--- src/rtl/rf_dbg_arbiter.sv ---
// Register-file port arbiter between writeback and a debug requester: stall, drain, single access, ack.
// Optional drain timeout with error ack is compiled in with RF_DBG_ARB_TIMEOUT_EN.
module rf_dbg_arbiter #(
  parameter int unsigned XLEN          = 32,
  parameter int unsigned AR_BITS       = 5,
  parameter int unsigned DRAIN_TIMEOUT = 64
) (
  input  logic               clk,
  input  logic               rst,
  input  logic               wb_we_i,
  input  logic [AR_BITS-1:0] wb_dst_i,
  input  logic [XLEN-1:0]    wb_r_i,
  input  logic               pipe_idle_i,
  input  logic               dbg_req_i,
  input  logic               dbg_we_i,
  input  logic [AR_BITS-1:0] dbg_addr_i,
  input  logic [XLEN-1:0]    dbg_wdata_i,
  output logic               dbg_ack_o,
  output logic [XLEN-1:0]    dbg_rdata_o,
  output logic               dbg_err_o,
  output logic               pipe_stall_o,
  output logic               rf_we_o,
  output logic [AR_BITS-1:0] rf_dst_o,
  output logic [XLEN-1:0]    rf_wdata_o,
  output logic [AR_BITS-1:0] rf_dbg_src_o,
  input  logic [XLEN-1:0]    rf_dbg_q_i
);

  typedef enum logic [2:0] {
    IDLE,
    DRAIN,
    ACCESS,
    RDWAIT,
    ACK
`ifdef RF_DBG_ARB_TIMEOUT_EN
    , ERR
`endif
  } state_t;

  state_t               state, next_state;
  logic                 req_we;
  logic [AR_BITS-1:0]   req_addr;
  logic [XLEN-1:0]      req_wdata;
  logic                 drain_ok;
  logic                 dbg_wr;

  assign drain_ok = pipe_idle_i && !wb_we_i;
  // Writeback always wins the port; reset also suppresses a debug write still in ACCESS.
  assign dbg_wr   = (state == ACCESS) && req_we && (req_addr != '0) && !wb_we_i && !rst;

`ifdef RF_DBG_ARB_TIMEOUT_EN
  localparam int unsigned CNT_W = $clog2(DRAIN_TIMEOUT);
  logic [CNT_W-1:0] drain_cnt;
  logic             drain_expired;

  assign drain_expired = (drain_cnt == CNT_W'(DRAIN_TIMEOUT - 1));

  // Cleared while idle, so it is zero on every entry to DRAIN.
  always_ff @(posedge clk) begin
    if (rst || state == IDLE) drain_cnt <= '0;
    else if (state == DRAIN)  drain_cnt <= drain_cnt + 1'b1;
  end
`else
  logic unused_drain_timeout;
  assign unused_drain_timeout = (DRAIN_TIMEOUT != 0);
`endif

  always_ff @(posedge clk) begin
    if (rst) state <= IDLE;
    else     state <= next_state;
  end

  always_ff @(posedge clk) begin
    if (rst) begin
      req_we      <= 1'b0;
      req_addr    <= '0;
      req_wdata   <= '0;
      dbg_rdata_o <= '0;
    end else begin
      if (state == IDLE && dbg_req_i) begin
        req_we    <= dbg_we_i;
        req_addr  <= dbg_addr_i;
        req_wdata <= dbg_wdata_i;
      end
      if (state == RDWAIT)
        dbg_rdata_o <= (req_addr == '0) ? '0 : rf_dbg_q_i;
    end
  end

  always_comb begin
    next_state = state;
    case (state)
      IDLE:   if (dbg_req_i) next_state = DRAIN;
      DRAIN: begin
        if (drain_ok) next_state = ACCESS;
`ifdef RF_DBG_ARB_TIMEOUT_EN
        else if (drain_expired) next_state = ERR;
`endif
      end
      ACCESS: if (!wb_we_i) next_state = req_we ? ACK : RDWAIT;
      RDWAIT: next_state = ACK;
      ACK:    next_state = IDLE;
      default: next_state = IDLE;
    endcase
  end

  always_comb begin
    pipe_stall_o = (state != IDLE);
`ifdef RF_DBG_ARB_TIMEOUT_EN
    dbg_ack_o    = (state == ACK) || (state == ERR);
    dbg_err_o    = (state == ERR);
`else
    dbg_ack_o    = (state == ACK);
    dbg_err_o    = 1'b0;
`endif
    rf_dbg_src_o = (state == ACCESS || state == RDWAIT) ? req_addr : '0;
    if (dbg_wr) begin
      rf_we_o    = 1'b1;
      rf_dst_o   = req_addr;
      rf_wdata_o = req_wdata;
    end else begin
      rf_we_o    = wb_we_i && (wb_dst_i != '0);
      rf_dst_o   = wb_dst_i;
      rf_wdata_o = wb_r_i;
    end
  end

endmodule

--- config.mk ---
export PLATFORM = sky130hd
export DESIGN_NAME = rf_dbg_arbiter
export DESIGN_NICKNAME = d
export VERILOG_FILES = /design/src/rtl/rf_dbg_arbiter.sv
export SDC_FILE = /design/constraint.sdc
export NUM_CORES = 1
export LEC_CHECK = 0
export ABC_CLOCK_PERIOD_IN_PS = 1600
export BUFFER_PORTS_ARGS = -buffer_cell sky130_fd_sc_hd__clkbuf_2
export CAP_MARGIN = 20
export CELL_PAD_IN_SITES_DETAIL_PLACEMENT = 1
export CELL_PAD_IN_SITES_GLOBAL_PLACEMENT = 1
export CORE_MARGIN = 4
export CORE_UTILIZATION = 28
export CTS_BUF_LIST = sky130_fd_sc_hd__clkbuf_8
export CTS_CLUSTER_DIAMETER = 200
export CTS_CLUSTER_SIZE = 20
export DETAILED_ROUTE_END_ITERATION = 7
export GPL_TIMING_DRIVEN = 0
export HOLD_SLACK_MARGIN = 0.1
export PLACE_DENSITY = 0.88
export SYNTH_ARGS = -nofsm -noshare
export SYNTH_HDL_FRONTEND = slang
export SYNTH_SLANG_ARGS = --single-unit
--- constraint.sdc ---
create_clock -name clk -period 1.6 [get_ports clk]
set_input_delay 0.16 -clock clk [delete_from_list [all_inputs] [get_ports clk]]
set_output_delay 0.16 -clock clk [all_outputs]
set_load 0.1 [all_outputs]
; ---- Word level (Yosys, flattened, before mapping)
; Index checks and enable logic that the tools add are counted.
[classes]
n_eq_ne = 7
muxes = 10
reduce_logical = 16
[op_table]
columns = cell, count
row1 = $mux 32, 2
row2 = $mux 3, 4
row3 = $pmux 3 s4, 1
row4 = $mux 5, 2
row5 = $reduce_bool 5->1, 2
row6 = $logic_and 1x1->1, 7
row7 = $eq 3x2->1 const B, 2
row8 = $ne 2x2->1 const B, 3
row9 = $logic_not 5->1, 1
row10 = $eq 3x1->1 const B, 1
row11 = $eq 3x3->1 const B, 1
row12 = $logic_not 3->1, 1
row13 = $reduce_and 3->1, 1
row14 = $reduce_bool 3->1, 1
row15 = $logic_not 1->1, 2
row16 = $logic_or 1x1->1, 1
row17 = $mux 1, 1
[totals]
regBits = 73
inputBits = 112
out_inout_bits = 78
word_cells = 38

; ---- Longest topological paths before layout
; Gate-level depths: netlist (run 1).
[depth]
ltp_word = 6
depth_mapped = 7
depth_no_buf = 4

; ---- Worst setup path after synthesis (run 1)
; Ideal clock, no wire load.
[synth_timing]
kind = register -> output
startpoint = register state[2]
endpoint = output rf_we_o
arrival_ps = 1751
required_ps = 1440
path_slack_ps = -311
path_stages_with_launch = 7
path_buffers = 3
path_cell_list = dfxtp_1 buf_2 and2b_2 nand4_2 buf_6 buf_6 nand2_1
[synth_between]
elab_chain_len = 6
[synth_rtl]
columns = item, line_no
row1 = "start, declared", 40  ; state_t state, next_state;
row2 = "start signal, assigned", 70  ; else state <= next_state;
row3 = $eq 3x2->1, 49  ; assign dbg_wr = (state == ACCESS) && req_we && (req_addr != '0) && !wb_we_i && !rst;
row4 = $logic_and 1x1->1 (4 in series), 49
row5 = $mux 1, 117  ; if (dbg_wr) begin
row6 = "end, declared", 22  ; output logic rf_we_o,
; Every way passes these cells.

; ---- Worst setup path after layout (run 1)
[layout_timing]
startpoint = register state[2]
endpoint = output rf_wdata_o[30]
[layout_between]
elab_chain_len = 6
[layout_rtl]
columns = item, line_no
row1 = $eq 3x2->1, 49
row2 = $logic_and 1x1->1 (4 in series), 49
row3 = $mux 32, 117
row4 = "end, declared", 24  ; output logic [XLEN-1:0] rf_wdata_o,
; Every way passes these cells.

==> run_results.csv, run 1 <==
group,metric,value,unit
sta,finalSetupViolations,40,
critical_path,endpoint,"rf_wdata_o[30]",
placement,io_buffers,188,
critical_path,r2r_slack,10,ps
clock_network,insertion_delay,340,ps
synth,synth_top_area_cell,"dfxtp_1",
floorplan,die_y,116,um
grt,grt_antenna_before_repair,0,
route,routed_wl,18000,um
placement,placed_cells,724,
route,via_count,4142,
placement,routabilityCongestion,0.828,
run_status,violations,"setup timing",
sta,setup_tns,-19570,ps
synth,avgSynthCellArea,8.30,um2
floorplan,rows,39,
synth,synth_common_cells,"112 x nand2_1, 73 x dfxtp_1, 71 x a21oi_1",
placement,place_ws,-635,ps
floorplan,start_util,28.6,%
critical_path,crit_start,"state[2]",
grt,first_global_vias,4783,
clock_network,root_buffer,"clkbuf_8",
sta,worst_slew_pin_slew,634,ps
layout,stdcell_count,829,
synth,yosys_warnings,0,
layout,diodes,0,
synth,synth-seq-area-share,44.8,%
power,ir_worst_vdd,0.461,mV
grt,grt_pass1_wl,27300,um
sta,finalClockSkew,9.76,ps
clock_network,h-tree-depth,3,
clock_network,max-clock-path-buffers,2,
clock_network,clkTransAtPathRegs,80,ps
route,ant_nets,0,
placement,dp_hpwl,9460,um
critical_path,cp_num_cells,7,
critical_path,crit_fanout,5,
layout,fill_cells,1262,
synth,synth_nets,505,
synth,synth_area_leaders,"dfxtp_1 45%, nand2_1 13%, a21oi_1 11%",
power,finalPower,6.38,mW
critical_path,cp.required,1440,ps
critical_path,worstPathArrival,2010,ps
critical_path,startpoint_type,"register",
route,drcViolationCount,0,
grt,track_usage,26.5,%
route,first_pass_iters,4,
floorplan,core_area,11400,um2
critical_path,cpPeakStageDelay,340,ps
route,drtIter0Drc,156,
floorplan,io_pins,190,
critical_path,reg2reg_from,"state[0]",
worst_hold_path,hold_path_class,"input port to register",
floorplan,dieWidth,116,um
grt,grt_max_degree,11,
clock_network,cts_tree,"built",
layout,layout-drive-gt1-share,44.9,%
grt,overflow,0,
floorplan,dieArea,13400,um2
layout,nets,794,
route,wire_per_inst,21.8,um
synth,yosysTopAreaCellShare,44.8,%
critical_path,cp-end-kind,"output port",
critical_path,rr_endpoint,"req_wdata[18]",
run_status,status,"finished, violations left",
power,total_leakage_power,3.10,nW
critical_path,cp_top_family,"buffers and inverters",
synth,synth_ff_type,"dfxtp_1",
critical_path,cp_slowest_cell,"dfxtp_4",
route,vias_per_cell,5.00,
sta,setup_slack,-572,ps
clock_network,numClockSinks,73,
job,maxCapViolCount,0,
critical_path,r2r_cells,6,
placement,dpl_cell_area,4440,um2
layout,syn_to_final_growth,103,%
layout,final_area,6630,um2
power,powerDensity,962,nW/um2
critical_path,cp_num_buf_inv,4,
synth,ys_ff_latch,73,
sta,fin_crit,2170,ps
synth,synth_area,3260,um2
synth,yosys.cell_count.top_type,"nand2_1",
critical_path,crit_type,"register to output port",
sta,rsz0062_at_grt,"yes",
synth,synth.distinct_cells,29,
synth,synth-edff-count,0,
synth,synthCells,393,
synth,synthArstFlopShare,0,%
sta,hold_violations,0,
sta,max_freq,460,MHz
sta,relSlewSlack,57.8,%
clock_network,cts_buffers,9,
critical_path,crit_chain,"and2b_4 > nand4_4 > buf_8 > buf_6 > buf_16 > mux2_4 > clkbuf_16",
sta,period_share,136,%
sta,slew_violations,0,
==> cells by family after synthesis <==
| logic type | synth area share (%) |
|---|---|
| buffers and inverters | 5.22 |
| multiplexers | 15.3 |
| other | 0.115 |
| flip-flops | 44.8 |
| AO/OA/AOI/OAI | 11.8 |
| AND/OR/NAND/NOR | 22.8 |
==> through the flow <==
step                      util (%)  hold WS (ps)
after floorplan                  -           296
after global placement        38.9           384
after detailed placement      38.9           394
after CTS                     57.3           179
after global routing          58.1           249
final                         58.1           229
==> cell usage in the layout (no fill, tap or decap), types with 3 or more instances in the layout <==
cell	Yosys	final
dfxtp_1	73	65
dfxtp_4	0	3
o21ai_0	3	3
a21oi_2	0	4
dlygate4sd3_1	0	70
nand2_1	112	109
mux2_4	19	37
clkbuf_16	0	43
clkbuf_2	0	148
buf_16	0	4
buf_6	3	11
clkbuf_8	0	11
nand3_1	34	34
and2_4	0	5
clkbuf_1	14	8
buf_12	0	3
buf_4	1	13
nor2_1	7	4
a21oi_1	71	67
inv_1	2	7
buf_2	13	4
clkbuf_4	0	4
dfxtp_2	0	5
==> routing by layer <==
metal	global-route usage [%]	share of wire, %	up-vias
li1	-	-	1894
met1	27.9	36	1973
met2	48.7	51	217
met3	7.05	8.1	58
met4	12.5	4.5	0
met5	0	0	-
==> worst register-to-register path, delay by kind of cell (launching register included) <==
| kind | cells | cell delay [ps] |
|---|---|---|
| buffers and inverters | 2 | 330 |
| AO/OA/AOI/OAI | 1 | 210 |
| AND/OR/NAND/NOR | 3 | 560 |
| flip-flops | 1 | 390 |
==> how the worst min path moves through the flow <==
stage	cells after the start	from	slack, ps	to
6_report	4	pipe_idle_i	230	state[0]
5_1_grt	4	pipe_idle_i	250	state[0]
4_1_cts	4	pipe_idle_i	180	state[0]
3_5_place_dp	3	dbg_wdata_i[27]	390	req_wdata[27]
3_3_place_gp	3	dbg_wdata_i[28]	380	req_wdata[28]
2_1_floorplan	2	dbg_wdata_i[0]	300	req_wdata[0]
==> timing repair <==
item | in CTS | in global routing
pin swaps | 3 | 4
setup buffers | 14 | 7
hold buffers | 70 | 0
resized for setup | 183 | 35
endpoints found under the hold margin | 70 | 0
setup endpoints to repair | 70 | 108
cloned | 4 | 0
==> cell type report <==
type,instances,area (um2),area share (%)
multi-input cells,286,1790,27.0
plain buffers,29,213,3.21
inverters,2,7.51,0.113
clock inverters,5,18.8,0.283
well taps,143,179,2.70
repair buffers,281,2810,42.3
flip-flops and latches,73,1480,22.3
clock buffers,10,138,2.08
==> flip-flops by register name, summed over array words and instances, names as in the netlist <==
register     flops
dbg_rdata_o     32
req_addr         5
req_wdata       32
req_we           1
state            3
==> report_power, final <==
group / switching (mW) / total (mW) / internal [mW]
combinational: 1.88 / 2.91 / 1.04
clock: 0.672 / 1.24 / 0.571
sequential: 0.189 / 2.22 / 2.03
Note: power is estimated with default switching activity, not from simulation.
==> run 2: changes to the inputs <==
BUFFER_PORTS_ARGS = not set   (was -buffer_cell sky130_fd_sc_hd__clkbuf_2)
CORE_UTILIZATION = 41   (was 28)
DONT_BUFFER_PORTS = 1   (was not set)
==> run 2 against run 1 <==
  * The flow still finishes with violations (setup timing)
  * First-iteration DRC count fell by 39%
  * Design area fell by 24%
  * Highest routed layer unchanged
  * Sequential share of layout area rose by 7.1 points
  * Via count fell by 17%
  * Clock power rose by 44%
  * Total power rose by 4.4%
  * Core utilization rose by 7.2 points
  * Sequential power rose by 12%
  * Register-to-register slack got worse by 60 ps
  * Setup slack improved by 150 ps
==> run_results.csv, run 2 (synthesis results as in run 1) <==
group,metric,value,unit
placement,io_buffers,0,
power,p_int,3.91,mW
placement,dpl_cell_area,3440,um2
floorplan,io_pins,190,
sta,finalClockSkew,10.7,ps
critical_path,r2r_slack,-50,ps
clock_network,clkTransAtPathRegs,80,ps
sta,fin_crit,2020,ps
layout,final_common_cell,"nand2_1",
sta,rsz0062_at_grt,"yes",
power,switching_power,2.75,mW
route,drtIter0Drc,95,
route,ant_nets,0,
power,p_clk_share,26.9,%
power,powerDensity,1320,nW/um2
layout,nets,613,
clock_network,root_buffer,"clkbuf_8",
layout,layout-drive-gt1-share,28.5,%
layout,final_cell_mix,"102 x nand2_1, 70 x dlygate4sd3_1, 64 x dfxtp_1, 63 x a21oi_1, 37 x mux2_4",
critical_path,cpPeakStageDelay,440,ps
critical_path,worstPathArrival,1860,ps
route,routed_wl,15400,um
route,via_count,3457,
critical_path,cp_num_buf_inv,2,
critical_path,cp-end-kind,"output port",
placement,dp_hpwl,8100,um
floorplan,start_util,42.2,%
power,total_leakage_power,2.06,nW
run_status,violations,"setup timing",
layout,final_area,5040,um2
power,ir_worst_vdd,0.582,mV
placement,routabilityCongestion,0.785,
critical_path,cp_top_family,"multiplexers",
job,maxCapViolCount,0,
clock_network,max-clock-path-buffers,2,
power,p_sw_share,41.2,%
route,vias_per_cell,5.67,
critical_path,cp_slowest_cell,"mux2_4",
clock_network,cts_tree,"built",
sta,finalSetupViolations,47,
route,drcViolationCount,0,
floorplan,dieArea,9440,um2
critical_path,cp.required,1440,ps
worst_hold_path,hold_path_class,"input port to register",
sta,max_freq,495,MHz
sta,relSlewSlack,30.4,%
floorplan,die_y,97.2,um
sta,setup_tns,-15520,ps
grt,track_usage,28.6,%
floorplan,core_area,7730,um2
critical_path,startpoint_type,"register",
clock_network,cts_buffers,9,
critical_path,crit_chain,"nor2_1 > nand2_2 > nand4_4 > buf_4 > buf_12 > mux2_4",
floorplan,rows,32,
critical_path,crit_type,"register to output port",
route,wire_per_inst,25.2,um
critical_path,crit_fanout,5,
floorplan,dieWidth,97.2,um
clock_network,h-tree-depth,3,
placement,place_ws,-356,ps
clock_network,numClockSinks,73,
grt,grt_antenna_before_repair,2,
clock_network,insertion_delay,340,ps
sta,hold_violations,0,
grt,first_global_vias,3745,
layout,syn_to_final_growth,54.5,%
sta,setup_slack,-422,ps
power,finalPower,6.66,mW
layout,top_regs,"dbg_rdata_o x32, req_wdata x32, req_addr x5",
route,first_pass_iters,4,
grt,grt_max_degree,13,
sta,period_share,126,%
grt,overflow,0,
sta,slew_violations,0,
power,p_seq_share,37.2,%
power,combPwrFrac,35.9,%
run_status,status,"finished, violations left",
sta,worst_slew_pin_slew,1040,ps
grt,grt_pass1_wl,21500,um
run 2: changes by cell type in the layout (fill, tap and decap cells not counted), sizes merged, moves of 2 or more:
cell and delta:
buf +6, bufinv +3, clkbuf -188, diode +2
inv -4
run 2: layout make-up:
cell class | instances | area [um2]
Sequential cell | 73 | 1480
Multi-Input combinational cell | 286 | 1860
Tap cell | 102 | 128
Buffer | 30 | 258
Timing Repair Buffer | 99 | 1060
Antenna cell | 2 | 5.00
Fill cell | 852 | 2690
Clock inverter | 6 | 106
Clock buffer | 10 | 138
Inverter | 2 | 7.51
run 2: final timing paths:
| path | startpoint | end | cells after the start |
|---|---|---|---|
| worst max register to register | state[0] | req_wdata[4] | 6 |
| worst max-delay path | req_addr[2] | rf_wdata_o[13] | 6 |
| worst min-delay path | pipe_idle_i | state[0] | 3 |
| worst min register to register | req_wdata[28] | req_wdata[28] | 2 |
run 2: power groups by stage:
stage / clock network (mW) / registers, mW / logic, mW
floorplan: 0 / 2.40 / 1.40
global placement: 0 / 2.43 / 1.62
detailed placement: 0 / 2.45 / 1.68
CTS: 1.78 / 2.44 / 1.99
global route: 1.90 / 2.50 / 2.51
finish: 1.79 / 2.48 / 2.39
run 2: worst min-delay path: stages:
cell,delay [ps]
nand3b_1,100
nand3_1,100
a21oi_1,40
run 2: timing repair:
item	CTS	global route
pin swaps	2	12
hold buffers	70	0
endpoints found under the setup margin	66	103
gates cloned	3	5
buffers inserted	12	11
endpoints found under the hold margin	70	0
resized for setup	56	68
run 2: per-layer routing:
metal / global-route usage (%) / vias up / part of all wire, %
met5: 0 / - / 0
met4: 9.94 / 0 / 4.0
met3: 9.62 / 48 / 7.9
met2: 54.7 / 187 / 54
met1: 28.5 / 1679 / 34
li1: - / 1543 / -
run 2: metrics by stage:
stage / hold slack (ps) / utilization, % / instances
after floorplan: 296 / - / 393
after global placement: 300 / 44.6 / 495
after detailed placement: 305 / 44.6 / 495
after CTS: 101 / 61.0 / 594
after global routing: 120 / 65.2 / 610
final: 93.2 / 65.2 / 610
==> run 3: changes to the inputs <==
ABC_AREA = 1   (was not set)
CORE_UTILIZATION = 40   (was 41)
==> run 3 against run 2 <==
  * The flow still finishes with violations (setup timing)
  * Global-route usage up 0.32 points
  * Non-clock buffer count is 2 lower
  * Core utilization fell by 0.62 points
  * Cell count rose by 7.0%
  * Sequential share of layout area shrank 0.27 points
  * Fmax shrank 6.9%
  * Hold slack improved by 23 ps
  * Register-to-register slack improved by 100 ps
  * Critical path type unchanged
  * Area after synthesis grew 0.27%
  * Clock skew is 2.1 ps higher
  * Critical endpoint is now rf_wdata_o[14]
  * Routed wire length shrank 6.9%
==> run_results.csv, run 3 <==
group,metric,value,unit
clock_network,clkTransAtPathRegs,80,ps
synth,synth_area_leaders,"dfxtp_1 45%, o21ai_0 12%, a21oi_1 11%",
sta,period_share,136,%
critical_path,cp_num_cells,8,
critical_path,crit_type,"register to output port",
clock_network,insertion_delay,350,ps
synth,synthArstFlopShare,0,%
grt,overflow,0,
synth,synth-seq-area-share,44.7,%
critical_path,startpoint_type,"register",
critical_path,endpoint,"rf_wdata_o[14]",
synth,synth_area,3270,um2
placement,place_ws,-520,ps
synth,synth_common_cells,"79 x nand2_1, 78 x o21ai_0, 73 x dfxtp_1",
route,drcViolationCount,0,
sta,max_freq,460,MHz
route,routed_wl,14300,um
critical_path,rr_endpoint,"dbg_rdata_o[30]",
route,via_count,3645,
placement,dp_hpwl,8500,um
critical_path,r2r_cells,2,
floorplan,die_y,98.4,um
grt,track_usage,28.9,%
layout,final_cell_mix,"76 x nand2_1, 71 x dlygate4sd3_1, 70 x a21oi_1, 68 x o21ai_0, 66 x dfxtp_1",
sta,worst_slew_pin_slew,1020,ps
grt,grt_max_degree,14,
floorplan,dieArea,9680,um2
sta,finalSetupViolations,44,
critical_path,crit_start,"state[1]",
power,total_leakage_power,2.07,nW
sta,relSlewSlack,32.2,%
critical_path,worstPathArrival,2010,ps
synth,avgSynthCellArea,7.43,um2
placement,placed_cells,542,
route,ant_nets,0,
sta,slew_violations,0,
floorplan,io_pins,190,
grt,grt_pass1_wl,22100,um
worst_hold_path,hold_path_class,"input port to register",
route,first_pass_iters,4,
synth,synth-edff-count,0,
critical_path,cp_top_family,"compound AO/OA/AOI/OAI gates",
sta,fin_crit,2170,ps
placement,routabilityCongestion,0.836,
synth,synth_top_area_cell,"dfxtp_1",
critical_path,crit_top_cell,"nor2_4",
clock_network,max-clock-path-buffers,2,
clock_network,cts_tree,"built",
layout,stdcell_count,653,
synth,ys_ff_latch,73,
grt,first_global_vias,4148,
sta,rsz0062_at_grt,"yes",
layout,syn_to_final_growth,55.0,%
run_status,status,"finished, violations left",
synth,yosysTopAreaCellShare,44.7,%
synth,synthCells,440,
critical_path,crit_fanout,7,
critical_path,cpPeakStageDelay,570,ps
critical_path,r2r_slack,50,ps
route,drtIter0Drc,108,
grt,grt_antenna_before_repair,1,
power,powerDensity,1780,nW/um2
clock_network,numClockSinks,73,
power,finalPower,9.01,mW
synth,yosys.cell_count.top_type,"nand2_1",
critical_path,cp-end-kind,"output port",
run_status,violations,"setup timing",
floorplan,start_util,41.7,%
synth,synth_ff_type,"dfxtp_1",
critical_path,cp_num_buf_inv,3,
layout,layout-drive-gt1-share,24.0,%
route,vias_per_cell,5.58,
layout,top_regs,"dbg_rdata_o x32, req_wdata x32, req_addr x5",
synth,synth.distinct_cells,24,
floorplan,rows,32,
floorplan,core_area,7850,um2
critical_path,cp_slowest_cell,"o21ai_4",
floorplan,dieWidth,98.4,um
sta,hold_violations,0,
clock_network,root_buffer,"clkbuf_8",
sta,setup_slack,-573,ps
layout,nets,657,
sta,setup_tns,-20980,ps
critical_path,reg2reg_from,"dbg_rdata_o[30]",
clock_network,cts_buffers,9,
critical_path,crit_chain,"inv_4 > nor2_4 > nand2_2 > nor2_4 > nand2_4 > buf_8 > clkbuf_16 > o21ai_4",
synth,yosys_warnings,0,
power,ir_worst_vdd,1.07,mV
job,maxCapViolCount,0,
route,wire_per_inst,21.9,um
layout,final_common_cell,"nand2_1",
clock_network,h-tree-depth,3,
placement,io_buffers,0,
worst_hold_path,holdPathStages,3,
sta,finalClockSkew,12.9,ps
synth,synth_nets,552,
critical_path,cp.required,1440,ps
run 3: kinds of logic (layout without fill, tap and decap cells):
group | Yosys count | in the layout | share of synthesized area (%)
and+or+nand+nor | 105 | 105 | 13.6
AOI/OAI and AO/OA | 181 | 181 | 30.1
other | 1 | 2 | 0.115
DFF | 73 | 73 | 44.7
buffers and inverters | 80 | 190 | 11.5
run 3: cell type report:
class / count / area, um2
Fill cell: 882 / 2780
Multi-Input combinational cell: 287 / 1880
Sequential cell: 73 / 1480
Timing Repair Buffer: 94 / 941
Buffer: 33 / 260
Inverter: 47 / 191
Tap cell: 102 / 128
Clock buffer: 9 / 124
Clock inverter: 7 / 71.3
Antenna cell: 1 / 2.50
run 3: routing by layer:
metal,GRT usage [%],share of wire (%),vias to the layer above
li1,-,-,1657
met1,29.1,35,1737
met2,53.6,53,208
met3,8.50,7.9,43
met4,14.3,4.3,0
met5,0,0,-
run 3: report_power, final:
| group | leakage (nW) | internal [mW] | switching (mW) |
|---|---|---|---|
| Combinational | 1.37 | 1.03 | 2.71 |
| Sequential | 0.602 | 2.33 | 1.48 |
| Clock | 0.0970 | 0.721 | 0.745 |
| Total | 2.07 | 4.07 | 4.94 |
run 3: worst min-delay path by stage:
stage                     start        endpoint  slack [ps]
after detailed placement    rst        state[2]         250
after floorplan             rst        state[2]         240
after global routing        rst  dbg_rdata_o[3]         130
final                       rst  dbg_rdata_o[4]         120
after CTS                   rst        state[2]        -130
after global placement      rst        state[2]         240
run 3: through the flow:
stage	hold WS, ps	utilization [%]	cell area (um2)
2_1_floorplan	239	-	3640
3_5_place_dp	249	48.3	3790
5_1_grt	132	64.6	5070
3_3_place_gp	241	48.1	3770
6_report	116	64.6	5070
4_1_cts	-134	63.1	4950
run 3: tightest hold or removal path, cell delays in order:
cell and delay (ps):
inv_2 90, o21ai_0 120, a21oi_1 40
run 3: what timing repair did:
action	4_1_cts	5_1_grt
buffers inserted	12	10
hold buffers	70	1
endpoints found under the setup margin	45	92
gates resized for setup	40	25
pin swaps	9	10
endpoints found under the hold margin	71	1
gates cloned	2	1
